[config.mk]
export PLATFORM = sky130hd
export DESIGN_NAME = uart_tx_frame
export DESIGN_NICKNAME = d
export VERILOG_FILES = /design/src/rtl/uart_pkg.sv /design/src/rtl/uart_baud_gen.sv /design/src/rtl/uart_tx_frame.sv
export SDC_FILE = /design/constraint.sdc
export NUM_CORES = 1
export LEC_CHECK = 0
export ABC_AREA = 1
export BUFFER_PORTS_ARGS = -buffer_cell sky130_fd_sc_hd__buf_2
export CAP_MARGIN = 20
export CORE_MARGIN = 1.5
export CORE_UTILIZATION = 45
export CTS_CLUSTER_SIZE = 30
export DETAILED_ROUTE_END_ITERATION = 16
export MAX_ROUTING_LAYER = met4
export SYNTH_ARGS = -nofsm -noshare
export SYNTH_HDL_FRONTEND = slang
export SYNTH_HIERARCHICAL = 1
export SYNTH_SLANG_ARGS = --single-unit
[constraint.sdc]
create_clock -name clk -period 2.9 [get_ports clk]
set_input_delay 0.435 -clock clk [delete_from_list [all_inputs] [get_ports clk]]
set_output_delay 0.435 -clock clk [all_outputs]
set_load 0.05 [all_outputs]
[src/rtl/uart_pkg.sv]
// Shared types and helpers for the UART transmit path.
package uart_pkg;

  typedef enum logic [2:0] {
    StIdle,
    StStart,
    StData,
    StParity,
    StStop
  } tx_state_e;

  localparam logic IdleLevel = 1'b1;

  function automatic int unsigned clks_per_bit(input int unsigned clk_freq,
                                               input int unsigned baud);
    return clk_freq / baud;
  endfunction

endpackage

[src/rtl/uart_baud_gen.sv]
// Bit-period timer: free-running 0..CLKS_PER_BIT-1 counter, restartable by clear.
module uart_baud_gen #(
  parameter int unsigned CLKS_PER_BIT = 10
) (
  input  logic clk,
  input  logic reset,
  input  logic clear,
  output logic bit_tick
);

  localparam int unsigned CntW = (CLKS_PER_BIT > 1) ? $clog2(CLKS_PER_BIT) : 1;
  localparam logic [CntW-1:0] CntMax = CntW'(CLKS_PER_BIT - 1);

  logic [CntW-1:0] cnt_q, cnt_d;

  always_comb begin
    bit_tick = (cnt_q == CntMax);
    cnt_d    = cnt_q + CntW'(1);
    if (clear || bit_tick) begin
      cnt_d = '0;
    end
  end

  always_ff @(posedge clk) begin
    if (reset) begin
      cnt_q <= '0;
    end else begin
      cnt_q <= cnt_d;
    end
  end

endmodule

[src/rtl/uart_tx_frame.sv]
// Single-frame UART transmitter launched by a rising edge on the debounced button level.
module uart_tx_frame
  import uart_pkg::*;
#(
  parameter int unsigned CLK_FREQ   = 100000000,
  parameter int unsigned BAUD       = 9600,
  parameter int unsigned DATA_BITS  = 8,
  parameter int unsigned PARITY_EN  = 0,
  parameter int unsigned PARITY_ODD = 0
) (
  input  logic                 clk,
  input  logic                 reset,
  input  logic                 transmit,
  input  logic [DATA_BITS-1:0] data,
  output logic                 txd,
  output logic                 busy,
  output logic                 done
);

  localparam int unsigned ClksPerBit = clks_per_bit(CLK_FREQ, BAUD);
  localparam int unsigned BitCntW    = $clog2(DATA_BITS);
  localparam logic [BitCntW-1:0] LastBit = BitCntW'(DATA_BITS - 1);

  tx_state_e            state_q, state_d;
  logic [DATA_BITS-1:0] shift_q, shift_d;
  logic [BitCntW-1:0]   bit_cnt_q, bit_cnt_d;
  logic                 parity_q, parity_d;
  logic                 txd_q, txd_d;
  logic                 transmit_q;
  logic                 launch;
  logic                 bit_tick;

  assign launch = transmit & ~transmit_q & (state_q == StIdle);

  uart_baud_gen #(
    .CLKS_PER_BIT(ClksPerBit)
  ) u_baud_gen (
    .clk     (clk),
    .reset   (reset),
    .clear   (launch),
    .bit_tick(bit_tick)
  );

  // txd_d is the line level for the bit that begins on the next clock.
  always_comb begin
    state_d   = state_q;
    shift_d   = shift_q;
    bit_cnt_d = bit_cnt_q;
    parity_d  = parity_q;
    txd_d     = txd_q;
    unique case (state_q)
      StIdle: begin
        if (launch) begin
          state_d   = StStart;
          shift_d   = data;
          parity_d  = (^data) ^ PARITY_ODD[0];
          bit_cnt_d = '0;
          txd_d     = 1'b0;
        end
      end
      StStart: begin
        if (bit_tick) begin
          state_d = StData;
          txd_d   = shift_q[0];
          shift_d = shift_q >> 1;
        end
      end
      StData: begin
        if (bit_tick) begin
          if (bit_cnt_q == LastBit) begin
            bit_cnt_d = '0;
            if (PARITY_EN != 0) begin
              state_d = StParity;
              txd_d   = parity_q;
            end else begin
              state_d = StStop;
              txd_d   = IdleLevel;
            end
          end else begin
            bit_cnt_d = bit_cnt_q + BitCntW'(1);
            txd_d     = shift_q[0];
            shift_d   = shift_q >> 1;
          end
        end
      end
      StParity: begin
        if (bit_tick) begin
          state_d = StStop;
          txd_d   = IdleLevel;
        end
      end
      StStop: begin
        if (bit_tick) begin
          state_d = StIdle;
        end
      end
      default: begin
        state_d = StIdle;
        txd_d   = IdleLevel;
      end
    endcase
  end

  always_ff @(posedge clk) begin
    if (reset) begin
      state_q    <= StIdle;
      shift_q    <= '0;
      bit_cnt_q  <= '0;
      parity_q   <= 1'b0;
      txd_q      <= IdleLevel;
      transmit_q <= 1'b1;
    end else begin
      state_q    <= state_d;
      shift_q    <= shift_d;
      bit_cnt_q  <= bit_cnt_d;
      parity_q   <= parity_d;
      txd_q      <= txd_d;
      transmit_q <= transmit;
    end
  end

  assign txd  = txd_q;
  assign busy = (state_q != StIdle);
  assign done = (state_q == StStop) & bit_tick;

endmodule

==> After elaboration in Yosys (flattened, before gate mapping) <==
Cells that the tools add are included.
{ "totals": {"ff_bits": 30, "input_bits": 11, "out_inout_bits": 3, "word_cells": 58} }
{ "op_classes": {"addsub": 2, "n_eq_ne": 13, "n_mux": 22, "bitwise_logic": 5, "n_reduce_logical": 10} }
{ "ops": {"columns": ["cell", "n"], "rows": [
  ["2-to-1 mux 8 bit", 4],
  ["2-to-1 mux 3 bit", 9],
  ["one-hot mux 8 bit (3 select lines)", 1],
  ["one-hot mux 3 bit (5 select lines)", 1],
  ["adder 14 x 1 -> 14 bit, second input constant", 1],
  ["equality test 14 bit, second input constant", 1],
  ["!= test 2 bit, second input constant", 6],
  ["AND reduction 5 bit", 2],
  ["equality test 3 x 2 -> 1 bit, second input constant", 2],
  ["equality test 3 bit, second input constant", 2],
  ["one-hot mux 3 bit (2 select lines)", 1],
  ["AND reduction 6 bit", 1],
  ["nonzero test 3 bit", 2],
  ["2-to-1 mux 1 bit", 5],
  ["one-hot mux 1 bit (5 select lines)", 1],
  ["adder 3 x 1 -> 3 bit, second input constant", 1],
  ["AND 1 bit", 3],
  ["equality test 3 x 1 -> 1 bit, second input constant", 1],
  ["logical NOT 3 bit", 1],
  ["AND reduction 3 bit", 1],
  ["!= test 2 x 1 -> 1 bit, second input constant", 1],
  ["NOT 1 bit", 2],
  ["nonzero test 2 bit", 1],
  ["OR reduction 2 bit", 1],
  ["logical OR 1 bit", 1]
]} }

==> Logic depth before layout (Yosys ltp) <==
Gate-level depths: netlist of the first run.
{ "depth": {"word_depth": 5, "mapped_depth": 12} }

==> By module <==
Netlist of the first run, hierarchy kept.
{ "modules_own_cells": {"columns": ["mod", "instances", "cells_each", "area_each_um2", "seq_area_each_um2"], "rows": [
  ["uart_tx_frame", 1, 143, 937.1, 320.3],
  ["uart_baud_gen", 1, 112, 721.9, 280.3]
]} }

==> Least setup slack after synthesis of the first run <==
No wires, ideal clock.
{ "synth_timing": {"path_kind": "flip-flop to output port", "startpoint": "register u_baud_gen.cnt_q[0]", "endpoint": "output port done", "arrival_time_ns": 1.826, "required_ns": 2.465, "setup_slack_ns": 0.639, "path_stages_with_launch": 8, "path_buffers": 0, "path_cell_list": "dfxtp_1 ha_1 nand2_1 nor2_1 nand3_1 nor2_1 inv_1 nor2_1"} }
{ "synth_via": {"elab_chain_len": 2} }
{ "synth_rtl": {"columns": ["item", "line", "text"], "rows": [
  ["start, declared", "uart_baud_gen.sv:14", "logic [CntW-1:0] cnt_q, cnt_d;"],
  ["start signal, assigned", "uart_baud_gen.sv:28", "cnt_q <= cnt_d;"],
  ["equality test 14 bit", "uart_baud_gen.sv:17", "bit_tick = (cnt_q == CntMax);"],
  ["named net bit_tick", "uart_tx_frame.sv:31", "logic bit_tick;"],
  ["AND 1 bit", "uart_tx_frame.sv:124", "assign done = (state_q == StStop) & bit_tick;"],
  ["end, declared", "uart_tx_frame.sv:17", "output logic done"]
]} }
The timed path passes the listed nets, and every way through them passes these cells.

==> Final worst setup path of the first run <==
Same ends and word-level chain as after synthesis.

==> results of run 1 <==
==> worst max-delay path, stage by stage (launching register included) <==
cell,delay [ns]
sky130_fd_sc_hd__dfxtp_1,0.35
sky130_fd_sc_hd__ha_1,0.21
sky130_fd_sc_hd__nand2_1,0.07
sky130_fd_sc_hd__nor2_1,0.20
sky130_fd_sc_hd__nand3_1,0.10
sky130_fd_sc_hd__nor2_1,0.27
sky130_fd_sc_hd__inv_1,0.14
sky130_fd_sc_hd__nor2_1,0.12
sky130_fd_sc_hd__buf_2,0.26
==> power by group <==
part	leakage, uW	switching (uW)	total (uW)	internal, uW
clock	0.0000575	162	402	239
sequential	0.000245	55.5	557	502
combinational	0.000597	450	680	230
total	0.000900	668	1640	971
==> registers in the layout (all words and copies together), names as in the netlist <==
name	flops
bit_cnt_q	3
shift_q	8
state_q	3
transmit_q	1
txd	1
u_baud_gen/cnt_q	14
==> worst paths after layout <==
check / startpoint / end / slack (ns) / cells after the start
max: u_baud_gen/cnt_q[0] / done / 0.48 / 8
min: transmit / transmit_q / 0.35 / 2
max reg2reg: u_baud_gen/cnt_q[0] / txd / 0.84 / 12
min reg2reg: u_baud_gen/cnt_q[0] / u_baud_gen/cnt_q[0] / 0.45 / 1
==> kinds of logic (layout without fill, tap and decap cells) <==
family | after synthesis | in the layout | synth area share (%)
xor+xnor | 6 | 6 | 3.17
fa+ha+maj | 3 | 3 | 2.26
buf+inv | 32 | 51 | 7.99
flops | 30 | 30 | 36.2
compound gates | 14 | 14 | 5.43
simple gates | 170 | 170 | 44.9
==> metrics by stage <==
step / util, % / power, uW / instances / setup WS [ns] / hold WS [ns]
floorplan: - / 1120 / 255 / 0.639 / 0.417
CTS: 54.5 / 1650 / 320 / 0.463 / 0.345
global route: 54.5 / 1780 / 320 / 0.296 / 0.355
global placement: 51.3 / 1240 / 312 / 0.827 / 0.432
detailed placement: 51.3 / 1250 / 312 / 0.781 / 0.441
finish: 54.5 / 1640 / 320 / 0.478 / 0.352
==> cells in the final DEF, fill, tap and decap left out, drive strengths merged <==
| master | Yosys | routed |
|---|---|---|
| ha | 3 | 3 |
| xnor2 | 3 | 3 |
| clkbuf | 1 | 8 |
| a21oi | 4 | 4 |
| dfxtp | 30 | 30 |
| nand3b | 1 | 1 |
| nor3b | 1 | 1 |
| o21bai | 8 | 8 |
| inv | 30 | 30 |
| nand4 | 4 | 4 |
| buf | 1 | 13 |
| nor2 | 61 | 61 |
| nand3 | 20 | 20 |
| xor2 | 3 | 3 |
| o21ai | 2 | 2 |
| nand2 | 82 | 82 |
| or2 | 1 | 1 |
==> final cells by class <==
cell class	instances	area [um2]	area share, %
Multi-Input combinational cell	193	926	49.3
Sequential cell	30	601	32.0
Inverter	30	118	6.27
Clock buffer	8	110	5.87
Timing Repair Buffer	13	65.1	3.47
Tap cell	46	57.6	3.07
==> per-layer routing <==
layer  part of all wire (%)  GRT usage (%)
met5                      0              -
met4                    1.8           8.15
met3                    2.8           4.82
met2                     40           28.2
met1                     55           25.6
==> results, run 1 <==
- The run finished with clean final reports.
- Before antenna repair, the detailed router went through 6 iterations.
- The detailed router finished its first iteration with 50 violations.
- The cell type contributing the most total cell area after synthesis is sky130_fd_sc_hd__dfxtp_1.
- The tool flagged a number of max-cap violations equal to 0.
- The worst setup path is captured at an output port.
- In the final timing run, aggregate negative setup slack is 0 ns.
- The number of register bits inferred by synthesis is 30.
- The total nets after synthesis is around 270.
- Buffers inserted to repair hold after CTS numbered 0.
- The startpoint type of the worst setup path is a flop.
- The count of standard-cell rows is 21.
- The proportion of netlist area held by the largest area contributor is a little over a third.
- Sequential elements use a little over a third of the synthesized area.
- Entering global routing, the biggest net connects 13 pins.
- The latest clock arrival within the worst-skew pair is roughly 0.29 ns.
- In this run the tightest slew margin relative to its limit is between 70% and 80%.
- After routing the design area is roughly 1900 um2.
- The number of max-slew violations in the final report came to 0.
- The post-route minimum period is ~2.4 ns.
- Routability-driven placement finished with a final weighted congestion of just over 0.8.
- After synthesis, the share of flip-flops with an asynchronous set or reset is 0%.
- In the synthesized netlist, the cells that appear most often are sky130_fd_sc_hd__nand2_1 (75), sky130_fd_sc_hd__nor2_1 (57), sky130_fd_sc_hd__dfxtp_1 (30).
- The layout overhead on the synthesized area is 13.1%.
- The overall die height is 63.7 um.
- The detailed router placed 1,472 vias in this run.
- Yosys attributes the largest share of cell area to sky130_fd_sc_hd__dfxtp_1 (36%), sky130_fd_sc_hd__nand2_1 (17%), sky130_fd_sc_hd__nor2_1 (13%).
- Clock skew on the completed layout was measured at ~0.0063 ns.
- For this run, the post-layout net count is about 290.
- After technology mapping, the gate count stands at ~260.
- After detailed routing, the average wire length per cell comes to between 10 and 15 um.
- The first global-routing pass estimated 6020 um of wire.
- The warning count from the yosys run is 6.
- The total CTS buffers is 5.
- 14 I/O pins were placed.
- The upper clock frequency limit is roughly 410 MHz.
- Setup repair after global routing left no endpoint under its margin.
- Once detail routing completed, the nets flagged for antenna violations numbered 0.
- The netlist area before placement is 1660 um2.
- VDD sags by at most between 0.5 and 0.6 mV.
- The half-perimeter wire length after detailed placement is ~2400 um.
- The maximum fanout along the worst path is 4.
- The average instance in the mapped netlist occupies about 6.5 um2.
- For this run, design rule violations remaining after detail routing come to 0.
- The global-route congestion overflow total is 0.
- The number of antenna violations at the first check in global routing is 0.
- The number of synthesized flops with an enable pin is 0.
- The signal arrival time at the worst endpoint is a little under 2 ns.
- The count of endpoints failing setup in the final report is 0.
- In the global route stage, overall resource usage came out at between 10% and 20%.
- The clock passes through at most 2 buffers.
- The diode insertion count for antenna repair is 0.
- The CTS tree is yes.
- The number of post-CTS setup repair buffers is 0.
- For this run, the leading register cell type out of synthesis is sky130_fd_sc_hd__dfxtp_1.
- The H-tree was split into 2 levels.
- The final-layout fill cell count is roughly 390.
- The floorplan core area is between 3000 and 4000 um2.
- In the final layout, the share of cells above drive strength 1 is roughly 14%.
- The number of endpoints with negative hold slack in the final report is 0.
- The floorplan step set the die width to 63.7 um.
- For the pin with the worst max-slew slack, the measured transition is approximately 0.37 ns.
- Once the floorplan was initialized, standard cells occupied 48.2% of the core.
- The final clock period utilization by the worst path is approximately 84%.
- In this run the static leakage power is 0.000900 uW.
- The class of the most critical setup path is reg -> out.
- Clock-pin slew was measured on the worst setup and hold paths at approximately 0.06 ns.
- The average vias per placed instance is around 4.6.
- The clock sink total is 30.
- The count of port buffers added during placement is 13.
- The total of cells resized after clock tree synthesis is 0.
- The die covers about 4100 um2.
- The number of global-route vias before repair is between 1,000 and 1,500.
- Clock tree synthesis selected as its root buffer the cell sky130_fd_sc_hd__clkbuf_8.
- The power density normalized to cell area is about 870 nW/um2.
- The leading cell type by number of instances after synthesis is sky130_fd_sc_hd__nand2_1.
- Summing all placed instances gives a cell area of roughly 1800 um2.
- The worst hold path belongs to the class in -> reg.
- The unique cell type count in the Yosys netlist is 25.
- For this block, the routed nets add up to ~3300 um of wire.
- Data on the critical path is required at its endpoint by 2.47 ns.
(Power assumes the default switching activity.)
==> run 2, diff against run 1 <==
--- a/config.mk
+++ b/config.mk
@@ -13,6 +13,7 @@
 export CTS_CLUSTER_SIZE = 30
 export DETAILED_ROUTE_END_ITERATION = 16
 export MAX_ROUTING_LAYER = met4
+export PLACE_DENSITY = 0.65
 export SYNTH_ARGS = -nofsm -noshare
 export SYNTH_HDL_FRONTEND = slang
 export SYNTH_HIERARCHICAL = 1
==> constraint.sdc (replaced) <==
create_clock -name clk -period 1.97 [get_ports clk]
set_input_delay 0.2955 -clock clk [delete_from_list [all_inputs] [get_ports clk]]
set_output_delay 0.2955 -clock clk [all_outputs]
set_load 0.05 [all_outputs]
==> results, run 2 (synthesis gave the netlist of run 1 again) <==
- Headroom to the max-slew limit came out at about three quarters.
- In this run, CTS created clock tree buffers numbering 5.
- In this run the most critical hold path is launched from transmit.
- The register with the highest flop count is u_baud_gen/cnt_q.
- In the layout the commonest cells are sky130_fd_sc_hd__nand2_1 (75), sky130_fd_sc_hd__nor2_1 (54), sky130_fd_sc_hd__dfxtp_1 (29).
- The class of the most critical setup path is reg -> out.
- The largest registers in the layout are u_baud_gen/cnt_q: 14 flops, shift_q: 8 flops.
- The net count of the finished layout is 289.
- The post-route standard cell area excluding fillers is ~1900 um2.
- Setup violations remaining at the end of the flow were counted as 0.
- The number of H-tree branching levels is 2.
- The global-route congestion overflow total is 0.
- The initialized floorplan defines 21 standard-cell rows.
- Entering global routing, the biggest net connects 13 pins.
- The wire length after detailed routing is around 3200 um.
- The count of max-cap constraint violations is 0.
- Relative to the synthesized area, the layout overhead comes to 15.1%.
- The HPWL after detailed placement is approximately 2300 um.
- Counting I/O delays and the setup requirement, the final critical path takes roughly 1.8 ns.
- The worst path setup slack after routing is 0.120 ns.
- For this run, design rule violations remaining after detail routing come to 0.
- Dividing the detail-routed wire length by the instance count gives between 9 and 10 um.
- The maximum ir drop on the vdd rail is roughly 0.56 mV.
- Dividing the detail-routed via count by the number of cells gives between 4 and 5.
- The worst setup skew after layout is 0.00364 ns.
- The actual slew at the worst max-slew pin is 0.385 ns.
- The detailed router's first-iteration violation count is 164.
- The flip-flop count of the largest register, all copies and words added is 14.
- For this design, the sink count on the clock tree is 30.
- The latest clock arrival within the worst-skew pair is 0.28 ns.
- The number of global-route vias before repair is 1,229.
- STA classifies the critical path endpoint as an output port.
- The worst hold-check path type is in -> reg.
- Summed over all cells, the static leakage comes to between 0.0009 and 0.001 uW.
- The number of buffers on the longest clock path is 2.
- The number of max-slew violations in the final report is 0.
- The top-level I/O count is 14.
- The flow ran to the end, and the final reports show no timing, DRC or antenna violations.
- The library cell used most frequently in the layout, excluding fill and tap cells, is sky130_fd_sc_hd__nand2_1.
- The number of endpoints with negative hold slack in the final report is 0.
- The global routing usage summed across all routing layers is ~18%.
- The placed cell area is ~1800 um2.
- The diode insertion count for antenna repair is 0.
- Data on the critical path arrives at its endpoint at between 1.5 and 2 ns.
- The worst register-to-register path has a setup slack of ~0.24 ns.
- Along the worst path, the maximum fanout reaches 4.
- The iteration count of the initial detailed-routing pass is 4.
- The count of cells along the worst register-to-register path is 13.
- TritonCTS built the clock tree.
- STA classifies the critical path startpoint as a flop.
- The worst hold path terminates at transmit_q.
- The power density normalized to cell area is 1260 nW/um2.
- For this configuration, the core starts out at a cell density of between 40% and 50%.
- Along the worst hold path, the cell count comes to 2.
- In this run the horizontal extent of the chip is between 60 and 70 um.
- Across all hold checks on the routed design, the worst slack comes to approximately 0.22 ns.
- Setup repair after global routing could not meet its margin everywhere.
- The wire length of the first global-routing pass is 5370 um.
- The endpoint identified for the worst register-to-register timing path is shift_q[4].
- The fraction of layout instances using a drive strength above 1 is 16.3%.
- Before CTS, the worst setup slack after placement is between 0.15 and 0.2 ns.
- After clock tree synthesis, the clock-pin slew on the worst setup and hold paths is roughly 0.06 ns.
- At the end of routability-driven placement, the weighted congestion stood at 0.843.
- The die covers between 4000 and 5000 um2.
- The count of buffers added on input and output ports is 13.
- The launch point of the worst reg-to-reg path is u_baud_gen/cnt_q[0].
- The upper clock frequency limit is approximately 540 MHz.
- The detailed router placed 1,497 vias in this run.
- Clock tree synthesis selected as its root buffer the cell sky130_fd_sc_hd__clkbuf_8.
- The floorplan core area is about 3400 um2.
- The number of nets still failing antenna checks after routing is 0.
- The final clock period utilization by the worst path is between 90% and 100%.
- The number of post-CTS setup repair buffers is 0.
- The overall die height is 63.7 um.
- The required arrival time at the worst endpoint is 1.67 ns.
- The number of antenna violations at the first check in global routing came to 0.
- The sum of internal, switching and leakage power is around 2400 uW.
- For this design, the CTS-stage hold fixing added 0 buffers.
run 2: cell count changes in the layout (fill, tap and decap cells not counted), sizes merged:
cell and change:
buf +2
run 2: layer usage:
metal  GRT usage [%]  vias up  wire length [um]
met5               -        -                 0
met4            9.78        0                53
met3            4.46        5               113
met2            24.6       19              1380
met1            22.9      645              1650
li1                -      828                 -
run 2: worst max-delay path by stage:
| stage | startpoint | end | cells past startpoint |
|---|---|---|---|
| floorplan | u_baud_gen/cnt_q[0] | done | 7 |
| global placement | u_baud_gen/cnt_q[0] | shift_q[4] | 13 |
| detailed placement | u_baud_gen/cnt_q[0] | shift_q[4] | 13 |
| CTS | u_baud_gen/cnt_q[0] | done | 8 |
| global route | u_baud_gen/cnt_q[0] | done | 8 |
| finish | u_baud_gen/cnt_q[0] | done | 8 |
run 2: where the power goes:
group / internal [uW] / switching, uW / total [uW]
Clock: 352 / 226 / 578
Combinational: 340 / 655 / 995
Sequential: 739 / 85.4 / 825
run 2: per-stage QoR:
step                setup TNS (ns)  util (%)  std cells
global route               -0.0103      55.5        322
detailed placement               0      51.8        314
finish                           0      55.5        322
global placement                 0      51.8        314
floorplan                        0         -        255
CTS                              0      55.1        322
run 2: worst max-delay path: stages (launching register included):
cell,delay [ns]
sky130_fd_sc_hd__dfxtp_2,0.34
sky130_fd_sc_hd__ha_2,0.20
sky130_fd_sc_hd__nand2_1,0.07
sky130_fd_sc_hd__nor2_2,0.10
sky130_fd_sc_hd__nand3_1,0.09
sky130_fd_sc_hd__nor2_2,0.10
sky130_fd_sc_hd__inv_1,0.09
sky130_fd_sc_hd__nor2_2,0.12
sky130_fd_sc_hd__buf_6,0.16
run 2: repair_timing:
action / in CTS / in global routing
hold endpoints to repair: 0 / 0
gates resized for setup: 1 / 5
setup endpoints to repair: 1 / 10
run 2: final cells by class:
class	instances	area (um2)
fill	348	1530
multi-input combinational	193	936
sequential	30	602
inverter	30	118
clock buffer	8	110
timing repair buffer	15	86.3
tap	46	57.6
==> run 3, diff against run 2 <==
--- a/config.mk
+++ b/config.mk
@@ -14,6 +14,7 @@
 export DETAILED_ROUTE_END_ITERATION = 16
 export MAX_ROUTING_LAYER = met4
 export PLACE_DENSITY = 0.65
+export SETUP_SLACK_MARGIN = 0.15
 export SYNTH_ARGS = -nofsm -noshare
 export SYNTH_HDL_FRONTEND = slang
 export SYNTH_HIERARCHICAL = 1
==> results, run 3 (synthesis gave the netlist of run 1 again) <==
- Setup slack on the worst reg-to-reg path comes out at between 0.2 and 0.3 ns.
- The launch point of the worst path is u_baud_gen/cnt_q[0].
- Summed over all layers, the routed wires come to approximately 3300 um.
- Max-cap violations in this run came to 0.
- The clock sink total is 30.
- In the final timing run, aggregate negative setup slack is 0 ns.
- For this run, the post-layout net count is 292.
- The worst hold-check path type is in -> reg.
- For the pin with the worst max-slew slack, the measured transition is 0.365 ns.
- The worst setup skew after layout is around 0.0061 ns.
- The number of max-slew violations in the final report is 0.
- The routed layout has about 1,500 vias.
- The required arrival time at the worst endpoint is approximately 1.7 ns.
- The signal on the critical path passes through ha_4 > nand2_2 > nor2_4 > nand3_2 > nor2_4 > inv_4 > nor2_4 > buf_6.
- Grouping stages by cell kind, the critical path spends the most delay in simple AND/OR/NAND/NOR gates.
- IR analysis of the VDD net gives a maximum drop of 0.534 mV.
- The count of buffers added on input and output ports is 13.
- The leakage power is 0.000921 uW.
- The startpoint type of the worst setup path is a flop.
- In this design, the critical path's most frequently occurring cell is sky130_fd_sc_hd__nor2_4.
- The average wire length per cell after detail routing is around 10 um.
- The number of H-tree branching levels is 2.
- The buffers plus inverters on the worst setup path is 2.
- The die covers ~4100 um2.
- Across all setup checks in the final design, the least slack found is about 0.23 ns.
- In the final layout, the registers with the most flip-flops are u_baud_gen/cnt_q: 14 flops, shift_q: 8 flops.
- The number of buffers on the longest clock path is 2.
- The sum of internal, switching and leakage power is around 2400 uW.
- Setup violations remaining at the end of the flow were counted as 0.
- Following the worst setup path forward leads to its endpoint at done.
- Before CTS, the worst setup slack after placement is ~0.15 ns.
- From left edge to right edge, the die measures about 64 um.
- For this design the top-level I/O count stands at 14.
- The fraction of layout instances using a drive strength above 1 is between 20% and 30%.
- The slowest cell on the critical path is sky130_fd_sc_hd__dfxtp_2.
- The number of antenna violations at the first check in global routing is 0.
- The class of the most critical setup path is reg -> out.
- The global placement routability congestion is ~0.82.
- The wire length of the first global-routing pass is approximately 5800 um.
- The total CTS buffers is 5.
- The flow ran to the end, and the final reports show no timing, DRC or antenna violations.
- The launch point of the worst reg-to-reg path is u_baud_gen/cnt_q[0].
- In this run the worst path has a maximum fanout of 4.
- Headroom to the max-slew limit came out at 75.6%.
- The final clock period utilization by the worst path is 88.1%.
- Setup repair after global routing left no endpoint under its margin.
- The CTS tree is yes.
- Buffers inserted to repair hold after CTS numbered 0.
- The number of global-route vias before repair came to ~1,400.
- The count of standard-cell rows is 21.
- The buffer type at the clock tree root is sky130_fd_sc_hd__clkbuf_8.
- The signal arrival time at the worst endpoint is 1.44 ns.
- The half-perimeter wire length after detailed placement is 2340 um.
- The endpoint of the most critical register-to-register path is shift_q[5].
- The layout overhead on the synthesized area is 18.6%.
- Measured in cells, the most critical reg-to-reg path has a length of 13.
- The iteration count of the initial detailed-routing pass is 4.
- Derived from the worst setup path, the maximum achievable clock frequency is just under 600 MHz.
- Global routing used 18.7% of the available tracks.
- For this block, the initial DRC count from the detailed router was ~120.
- The register with the highest flop count is u_baud_gen/cnt_q.
- The library cell used most frequently in the layout, excluding fill and tap cells, is sky130_fd_sc_hd__nand2_1.
- Once the floorplan was initialized, standard cells occupied approximately 48% of the core.
- The number of antenna diodes in the final layout is 0.
- Once detail routing completed, the nets flagged for antenna violations numbered 0.
- For this run the aggregate overflow at the end of global routing stands at 0.
- On the final layout, the worst hold slack is 0.222 ns.
- The number of design rule violations left after detail routing is 0.
- The floorplan core area is approximately 3400 um2.
- The number of endpoints with negative hold slack in the final report is 0.
- The largest net degree at the start of global routing is 13.
- The post-CTS clock slew at the launch and capture registers of the worst setup and hold paths is roughly 0.06 ns.
- In this run the number of cells on the critical path is 8.
- The average vias per placed instance is ~4.7.
- Fill cells in the final layout number around 350.
- The power density normalized to cell area is between 1000 and 1500 nW/um2.
- STA classifies the critical path endpoint as an output port.
- The latest clock arrival within the worst-skew pair is 0.28 ns.
- After layout, the minimum clock period comes to between 1.5 and 2 ns.
- The largest single stage delay on the critical path is 0.35 ns.
- The library cells used most frequently in the layout, excluding fill and tap cells, are sky130_fd_sc_hd__nand2_1 (74), sky130_fd_sc_hd__nor2_1 (51), sky130_fd_sc_hd__dfxtp_1 (27).
- The die is between 60 and 70 um tall.
- The flip-flop count of the largest register, all copies and words added is 14.
## run 3: worst register-to-register path: cells and delay by family, from the launching register on
family	cells	cell delay, ns
and+or+nand+nor	10	0.89
DFF	1	0.35
buffers and inverters	2	0.19
adders and majority gates	1	0.14
## run 3: where the power goes
part           internal [uW]  switching [uW]  total (uW)  leakage [uW]
combinational            350             666        1020      0.000627
clock                    281             225         506     0.0000482
sequential               740            90.0         830      0.000246
total                   1370             981        2350      0.000921
## run 3: worst min path at each step
stage | from | endpoint | slack (ns) | cells after the start
floorplan | reset | bit_cnt_q[1] | 0.36 | 1
global placement | u_baud_gen/cnt_q[0] | u_baud_gen/cnt_q[0] | 0.43 | 1
detailed placement | u_baud_gen/cnt_q[0] | u_baud_gen/cnt_q[0] | 0.45 | 1
CTS | transmit | transmit_q | 0.22 | 2
global route | transmit | transmit_q | 0.22 | 2
finish | transmit | transmit_q | 0.22 | 2
## run 3: cell type report
| cell class | instances | area, um2 | area share [%] |
|---|---|---|---|
| inverters | 30 | 120 | 6.11 |
| clock inverters | 1 | 5.00 | 0.254 |
| repair buffers | 18 | 113 | 5.73 |
| flip-flops and latches | 30 | 604 | 30.7 |
| multi-input cells | 193 | 981 | 49.9 |
| clock buffers | 7 | 86.3 | 4.39 |
| well taps | 46 | 57.6 | 2.93 |
## run 3: what timing repair did
item / 4_1_cts / 5_1_grt
pin swaps: 4 / 5
endpoints found under the setup margin: 7 / 13
resized for setup: 8 / 12
setup buffers: 3 / 0
## run 3: stage by stage
step,instance area (um2),util (%),std cells
floorplan,1670,-,255
global placement,1790,52.0,314
detailed placement,1790,52.0,314
CTS,1930,56.0,325
global route,1970,57.1,325
finish,1970,57.1,325
## run 3: per-layer routing
| layer | vias up | wire [um] | part of all wire [%] | global-route usage (%) |
|---|---|---|---|---|
| met2 | 16 | 1540 | 46 | 29.2 |
| met3 | 4 | 92 | 2.8 | 4.29 |
| met4 | 0 | 31 | 0.93 | 7.34 |
| met5 | - | 0 | 0 | - |
| met1 | 680 | 1650 | 50 | 23.4 |
| li1 | 830 | - | - | - |
